--- src/rtl/addsub_abs_pipe.sv ---
// Two-stage pipelined add/sub with optional absolute-value mode and NZCV-style flags.
// Stage 1 does the arithmetic and stage 2 forms the result; valid/ready handshake on both sides.
module addsub_abs_pipe #(
  parameter int WIDTH = 32
) (
  input  logic             clk,
  input  logic             rst,
  input  logic             in_valid,
  output logic             in_ready,
  input  logic [WIDTH-1:0] a,
  input  logic [WIDTH-1:0] b,
  input  logic [1:0]       op,
  output logic             out_valid,
  input  logic             out_ready,
  output logic [WIDTH-1:0] res,
  output logic             flag_c,
  output logic             flag_v,
  output logic             flag_n,
  output logic             flag_z
);

  logic             adv1, adv2;
  logic             s1_valid, s2_valid;
  logic [WIDTH-1:0] s1_sum;
  logic             s1_c, s1_ovf, s1_sgn, s1_abs;

  logic [WIDTH-1:0] bx;
  logic [WIDTH:0]   u_full;
  logic             sum_c, sum_ovf, t_sgn;

  logic [WIDTH-1:0] neg_sum;
  logic [WIDTH-1:0] res_nxt;
  logic             v_nxt, n_nxt;

  assign adv2     = !s2_valid || out_ready;
  assign adv1     = !s1_valid || adv2;
  assign in_ready = adv1;
  assign out_valid = s2_valid;

  always_comb begin
    bx      = op[0] ? ~b : b;
    u_full  = {1'b0, a} + {1'b0, bx} + {{WIDTH{1'b0}}, op[0]};
    sum_c   = u_full[WIDTH];
    sum_ovf = (a[WIDTH-1] == bx[WIDTH-1]) && (u_full[WIDTH-1] != a[WIDTH-1]);
    // Bit WIDTH of the sign-extended sum: both sign bits plus the carry out of the low WIDTH bits.
    t_sgn   = a[WIDTH-1] ^ bx[WIDTH-1] ^ u_full[WIDTH];
  end

  always_comb begin
    neg_sum = (~s1_sum) + {{(WIDTH-1){1'b0}}, 1'b1};
    res_nxt = s1_sum;
    v_nxt   = s1_ovf;
    n_nxt   = s1_sum[WIDTH-1];
    if (s1_abs) begin
      res_nxt = s1_sgn ? neg_sum : s1_sum;
      // Only t = -2^WIDTH has a magnitude that does not fit; it wraps to zero.
      v_nxt   = s1_sgn && (s1_sum == '0);
      n_nxt   = s1_sgn;
    end
  end

  always_ff @(posedge clk or posedge rst) begin
    if (rst) begin
      s1_valid <= 1'b0;
      s1_sum   <= '0;
      s1_c     <= 1'b0;
      s1_ovf   <= 1'b0;
      s1_sgn   <= 1'b0;
      s1_abs   <= 1'b0;
    end else if (adv1) begin
      s1_valid <= in_valid;
      s1_sum   <= u_full[WIDTH-1:0];
      s1_c     <= sum_c;
      s1_ovf   <= sum_ovf;
      s1_sgn   <= t_sgn;
      s1_abs   <= op[1];
    end
  end

  always_ff @(posedge clk or posedge rst) begin
    if (rst) begin
      s2_valid <= 1'b0;
      res      <= '0;
      flag_c   <= 1'b0;
      flag_v   <= 1'b0;
      flag_n   <= 1'b0;
      flag_z   <= 1'b0;
    end else if (adv2) begin
      s2_valid <= s1_valid;
      res      <= res_nxt;
      flag_c   <= s1_c;
      flag_v   <= v_nxt;
      flag_n   <= n_nxt;
      flag_z   <= (res_nxt == '0);
    end
  end

endmodule
--- config.mk ---
export PLATFORM = sky130hd
export DESIGN_NAME = addsub_abs_pipe
export DESIGN_NICKNAME = d
export VERILOG_FILES = /design/src/rtl/addsub_abs_pipe.sv
export SDC_FILE = /design/constraint.sdc
export NUM_CORES = 1
export LEC_CHECK = 0
export CORE_ASPECT_RATIO = 0.7
export CORE_MARGIN = 1.5
export CORE_UTILIZATION = 35
export DETAILED_ROUTE_END_ITERATION = 10
export PLACE_DENSITY = 0.58
export SLEW_MARGIN = 20
export SYNTH_ARGS = -nofsm -noshare
export SYNTH_HDL_FRONTEND = slang
export SYNTH_SLANG_ARGS = --single-unit
export TNS_END_PERCENT = 10
--- constraint.sdc ---
create_clock -name clk -period 2.38 [get_ports clk]
set_input_delay 0.476 -clock clk [delete_from_list [all_inputs] [get_ports clk]]
set_output_delay 0.476 -clock clk [all_outputs]
set_load 0.05 [all_outputs]
==> results of run 1 <==
==> how the worst max path moves through the flow <==
stage                             endpoint             startpoint  cells after the start  slack, ps
CTS                     flag_z$_DFFE_PP0P_  s1_sum[9]$_DFFE_PP0P_                      9       -210
detailed placement  s1_sum[20]$_DFFE_PP0P_                   b[1]                     12       -820
finish              s1_sum[31]$_DFFE_PP0P_                  op[0]                     14       -220
global placement    s1_sum[20]$_DFFE_PP0P_                   b[1]                     12       -760
global route            s1_ovf$_DFFE_PP0P_                  op[0]                     13       -310
floorplan           s1_sum[16]$_DFFE_PP0P_                  op[0]                     12       -400
==> cells by family after synthesis <==
group | share of synthesized area [%]
mux | 1.39
buf+inv | 4.76
compound gates | 23.0
xor+xnor | 12.7
fa+ha+maj | 7.17
flops | 31.6
simple gates | 19.5
==> through the flow <==
stage | setup WS (ps) | area [um2]
3_5_place_dp | -819 | 8420
2_1_floorplan | -398 | 5950
6_report | -221 | 9670
5_1_grt | -314 | 9670
4_1_cts | -210 | 9480
3_3_place_gp | -763 | 8420
==> power by group <==
| part | switching (uW) | internal (uW) |
|---|---|---|
| combinational | 2490 | 2080 |
| clock | 519 | 830 |
| sequential | 339 | 1660 |
==> worst max-delay path, cell delays in order <==
cell and delay (ps):
buf_12 130, buf_8 140, buf_12 130, xor2_1 150, ha_2 300, nor2_1 100, nor2_1 50, o21a_1 190
a41o_1 300, a221o_1 340, a21oi_2 160, buf_4 140, xor2_1 140, o21ai_1 70
==> cells in the mapped netlist, types with 5 or more instances <==
cell	n
xor2_1	59
and2_1	6
o21ai_0	48
a21o_1	14
or3_1	5
o21a_1	9
a31oi_1	7
buf_2	7
mux2i_1	7
and3_1	5
o21bai_1	5
nand4_1	9
clkbuf_1	30
xnor2_1	26
nand3_1	19
inv_1	17
nor2_1	73
ha_1	32
o21ai_1	11
o31ai_1	9
dfrtp_1	74
nor3_1	16
nand2b_1	7
a21oi_1	71
nand2_1	75
==> cell type report <==
cell class	instances	area (um2)	area share [%]
Tap cell	225	282	2.91
Inverter	18	68.8	0.712
Sequential cell	74	1850	19.2
Clock inverter	5	55.1	0.569
Timing Repair Buffer	336	2880	29.8
Clock buffer	10	239	2.47
Multi-Input combinational cell	577	4290	44.4
==> repair_timing <==
action | 4_1_cts | 5_1_grt
gates resized for setup | 126 | 27
setup endpoints to repair | 29 | 30
gates cloned | 1 | 0
buffers inserted | 47 | 5
pin swaps | 95 | 31
==> layer usage <==
| layer | GRT usage (%) | part of all wire, % | up-vias |
|---|---|---|---|
| li1 | - | - | 3128 |
| met1 | 31.4 | 48 | 3059 |
| met2 | 37.6 | 46 | 140 |
| met3 | 4.53 | 4.6 | 30 |
| met4 | 5.85 | 1.8 | 0 |
| met5 | 0 | 0 | - |
==> results.toml, run 1 <==
[worst_hold_path]
hp-class = "flop to flop"
hold_end = "res[2]$_DFFE_PP0P_"
min-delay-start = "res[2]$_DFFE_PP0P_"
hold_path_depth = 2

[worst_setup_path]
cp.arrival_ps = 2810
end_kind = "flop"
reg2reg_depth = 9
r2r-start = "s1_sum[10]$_DFFE_PP0P_"
crit_required_ps = 2590
crit_type = "primary input to flop"
r2r_end = "flag_z$_DFFE_PP0P_"
r2r_setup_slack_ps = -190
cp-start-kind = "primary input"
worstPathMaxFanout = 8

[timing]
whs_ps = 480
finClkSkew_ps = 7.72
hold_viol_final = 0
rsz0062_at_grt = "yes"
tns_ps = -2210
fin_ws_ps = -221
period_needed_ps = 2600
setup_viol_count_final = 22
worstMarginPinSlew_ps = 512
drv_slew = 0
slew_headroom_pct = 65.7
max_clock_freq_mhz = 384
fin_crit_sh_pct = 109

[yosys]
syn_area_um2 = 5870
syn_inst = 714
async_flop_share_pct = 100
synth-edff-count = 0
synth_top_area_share_pct = 31.6
synth_seq_cells = 74
seq_area_frac_synth_pct = 31.6
synth_ff_type = "dfrtp_1"
ys.warnings.count = 0
syn-num-nets = 817
synth.area.top_cells = "dfrtp_1 32%, xor2_1 8.8%, ha_1 6.8%"
avgSynthCellArea_um2 = 8.22
ys_types = 68
synth_top_area_cell = "dfrtp_1"

[placed_design]
io_buffers = 107
dp_cells = 1177
place_hpwl_mm = 14.6
gp_congestion = 0.915

[cts]
htree_levels = 3
clk_pin_slew_ps = 60
cts_hold_buf = 0
cts_tree = "done"
cts_buffers = 9
cts.sinks = 74
cts-root-buf = "clkbuf_16"
cts_buffer_depth = 2
clk_latency_ps = 340

[final_layout]
final_common_cell = "buf_4"
fill_cells = 1453
finish.utilization_pct = 59.1
area_growth_syn_to_layout_pct = 64.8
largestRegisters = "res: 32 flops, s1_sum: 32 flops"
final_cell_count_no_fill = 1245
final_cell_mix = "215 x buf_4, 77 x clkdlybuf4s50_1, 73 x dfrtp_1"
antenna_cells = 0
drive_gt1_share_pct = 34.2
layout.nets = 1119

[die]
rows = 39
die_width_um = 158
core_um2 = 16300
die_area_um2 = 17600
die_h_um = 111
initial_utilization_pct = 35.9
ioPinCount = 108

[global_route]
grt_use_total_pct = 23.1
grt_pass1_wl_mm = 32.0
grt-ovfl-total = 0
grt_pass1_vias = 6512
antenna_found_initial = 0
grt_max_degree = 75

[detailed_routing]
ant_nets = 0
drt_iter0_markers = 298
num_vias = 6357
drc = 0
dr.pass1.iters = 4
wl_mm = 19.5
wl_per_cell_um = 15.7
avgViaCountPerCell = 5.11

[run]
drv_cap = 0

[power]
peakVddDrop_mv = 0.576
power_leakage_uw = 0.00426
cellPowerDensity_nw_per_um2 = 819
finalPower_uw = 7920

[status]
failed_checks = "setup timing"
status = "finished with violations"
(Power assumes the default switching activity.)
==> run 2, diff against run 1 <==
--- a/config.mk
+++ b/config.mk
@@ -9,7 +9,8 @@
 export CORE_MARGIN = 1.5
 export CORE_UTILIZATION = 35
 export DETAILED_ROUTE_END_ITERATION = 10
-export PLACE_DENSITY = 0.58
+export GPL_TIMING_DRIVEN = 0
+export PLACE_DENSITY_LB_ADDON = 0.2
 export SLEW_MARGIN = 20
 export SYNTH_ARGS = -nofsm -noshare
 export SYNTH_HDL_FRONTEND = slang
==> run 2 against run 1 <==
  * The run still ends with setup timing left
  * Flip-flop and latch count stayed put
  * Maximum frequency shrank 4.8%
  * Non-clock buffer count is 131 lower
  * Sequential power grew 5%
  * Combinational power fell by 12%
  * Die area stayed put
  * Clock-buffer cell count grew 2
  * Critical path depth down 1
  * Final cell count down 10%
  * Global-route usage decreased by 2.3 points
  * Utilization is 5.7 points lower
  * Via count fell by 8.3%
  * Critical endpoint is now s1_sum[24]$_DFFE_PP0P_
==> results.toml, run 2 (same netlist as run 1, synthesis figures left out) <==
[worst_hold_path]
hold_path_depth = 2
hold_end = "res[13]$_DFFE_PP0P_"
hp-class = "flop to flop"
min-delay-start = "res[13]$_DFFE_PP0P_"

[timing]
hold_viol_final = 0
worstMarginPinSlew_ps = 633
fin_crit_sh_pct = 115
max_clock_freq_mhz = 366
drv_slew = 0
period_needed_ps = 2730
fin_ws_ps = -352
slew_headroom_pct = 57.8
rsz0062_at_grt = "yes"
finClkSkew_ps = 6.99
setup_viol_count_final = 29

[cts]
cts_tree = "done"
cts.sinks = 74
cts-root-buf = "clkbuf_16"
cts_buffer_depth = 2
htree_levels = 3
clk_latency_ps = 330
clk_pin_slew_ps = 60
cts_hold_buf = 0
cts_buffers = 9

[global_route]
grt_pass1_vias = 5558
grt_use_total_pct = 20.8
grt-ovfl-total = 0
antenna_found_initial = 0
use_met3_pct = 3.60
met1_usage_pct = 32.4
grt_max_degree = 41
top_usage_layer = "met1"
grt.met2_usage_pct = 30.0
grt_pass1_wl_mm = 29.1

[die]
core_um2 = 16300
initial_utilization_pct = 35.9
die_width_um = 158
die_h_um = 111
ioPinCount = 108
die_area_um2 = 17600
rows = 39

[placed_design]
dpl_cell_area_um2 = 7320
dp_cells = 1046
detailedPlace.worstSlack_ps = -1400
place_hpwl_mm = 13.7
io_buffers = 106
gp_congestion = 0.896

[worst_setup_path]
crit_type = "primary input to flop"
crit_required_ps = 2590
worstPathMaxFanout = 8
cp-start-kind = "primary input"
crit_slowest_cell = "o41ai_4"
reg2reg_depth = 10
path_common_cell = "buf_4"
end_kind = "flop"
path_delay_family = "compound AO/OA/AOI/OAI gates"
crit_buf_inv = 5
path_cells = "clkbuf_16, clkbuf_16, buf_4, xor2_1, ha_1, buf_4, a21oi_4, o311ai_2, a21o_1, o41ai_4, buf_4, xor2_2, a21oi_1"
r2r_end = "flag_z$_DFFE_PP0P_"
slowest_delay_ps = 360
r2r_setup_slack_ps = -310
cp.arrival_ps = 2940
crit_path_start = "op[0]"
r2r-start = "s1_sum[10]$_DFFE_PP0P_"

[detailed_routing]
drc = 0
wl_mm = 18.3
avgViaCountPerCell = 5.23
num_vias = 5829
wl_per_cell_um = 16.4
drt_iter0_markers = 392
ant_nets = 0
dr.pass1.iters = 5

[final_layout]
finish.utilization_pct = 53.4
multi_input_area_um2 = 4430
regArea_um2 = 1860
area_growth_syn_to_layout_pct = 48.9
drive_gt1_share_pct = 24.8
final_cell_mix = "90 x clkdlybuf4s50_1, 71 x nand2_1, 69 x dfrtp_1"
antenna_cells = 0
final_cell_count_no_fill = 1115
final_common_cell = "clkdlybuf4s50_1"
layout.nets = 988
largestRegisters = "res: 32 flops, s1_sum: 32 flops"
final_area_um2 = 8730
fill_cells = 1535

[power]
finalPower_uw = 7380
p_int_uw = 4090
pwr-share-clk_pct = 17.1
switching_share_pct = 44.7
pwr-share-comb_pct = 54.4
peakVddDrop_mv = 0.472
switching_power_uw = 3300
pwr-share-seq_pct = 28.5
power_leakage_uw = 0.00355
cellPowerDensity_nw_per_um2 = 845

[status]
status = "finished with violations"
failed_checks = "setup timing"

[run]
drv_cap = 0
run 2: cell types whose count changed in the layout (fill, tap and decap cells not counted), sizes merged, moves of 2 or more:
cell	previous run	this run
buf	233	80
clkbuf	10	32
clkdlybuf4s50	77	90
dlygate4sd2	23	12
clkdlybuf4s15	2	0
dlymetal6s2s	1	3
run 2: stage by stage:
step	TNS, ps	hold WS, ps
after global placement	-120730	453
after detailed placement	-28660	466
after global routing	-9500	510
after CTS	-5910	483
after floorplan	-7810	441
final	-6040	474
run 2: power by group through the flow:
stage	Sequential (uW)	Clock, uW	Combinational, uW
floorplan	2740	0	1620
global placement	2030	0	3440
detailed placement	2040	0	3470
CTS	2080	1290	3790
global route	2170	1350	4300
finish	2100	1270	4020
run 2: routing by layer:
layer	vias up	routed length (um)
met1	2793	9280
met5	-	0
li1	2879	-
met3	16	790
met4	0	179
met2	141	8080
run 2: tightest hold or removal path: stages (launching register included):
cell and delay [ps]:
dfrtp_1 340, nand2_1 40, o21ai_0 60
run 2: final cells by class:
type / count / area share (%)
buffer: 35 / 2.78
clock buffer: 12 / 2.94
clock inverter: 4 / 0.301
inverter: 18 / 0.817
multi-input combinational: 577 / 50.8
sequential: 74 / 21.3
tap: 225 / 3.22
timing repair buffer: 170 / 17.9
run 2: how the worst max path moves through the flow:
stage | endpoint | slack [ps] | cells past startpoint
detailed placement | in_ready | -1400 | 7
CTS | s1_sum[28]$_DFFE_PP0P_ | -350 | 13
global route | s1_ovf$_DFFE_PP0P_ | -410 | 10
global placement | in_ready | -1420 | 7
floorplan | s1_sum[16]$_DFFE_PP0P_ | -400 | 12
finish | s1_sum[24]$_DFFE_PP0P_ | -350 | 13
run 2: repair_timing:
| action | 4_1_cts | 5_1_grt |
|---|---|---|
| endpoints found under the hold margin | 0 | 0 |
| setup buffers | 48 | 16 |
| resized for setup | 100 | 80 |
| pin swaps | 63 | 52 |
| setup endpoints to repair | 41 | 43 |
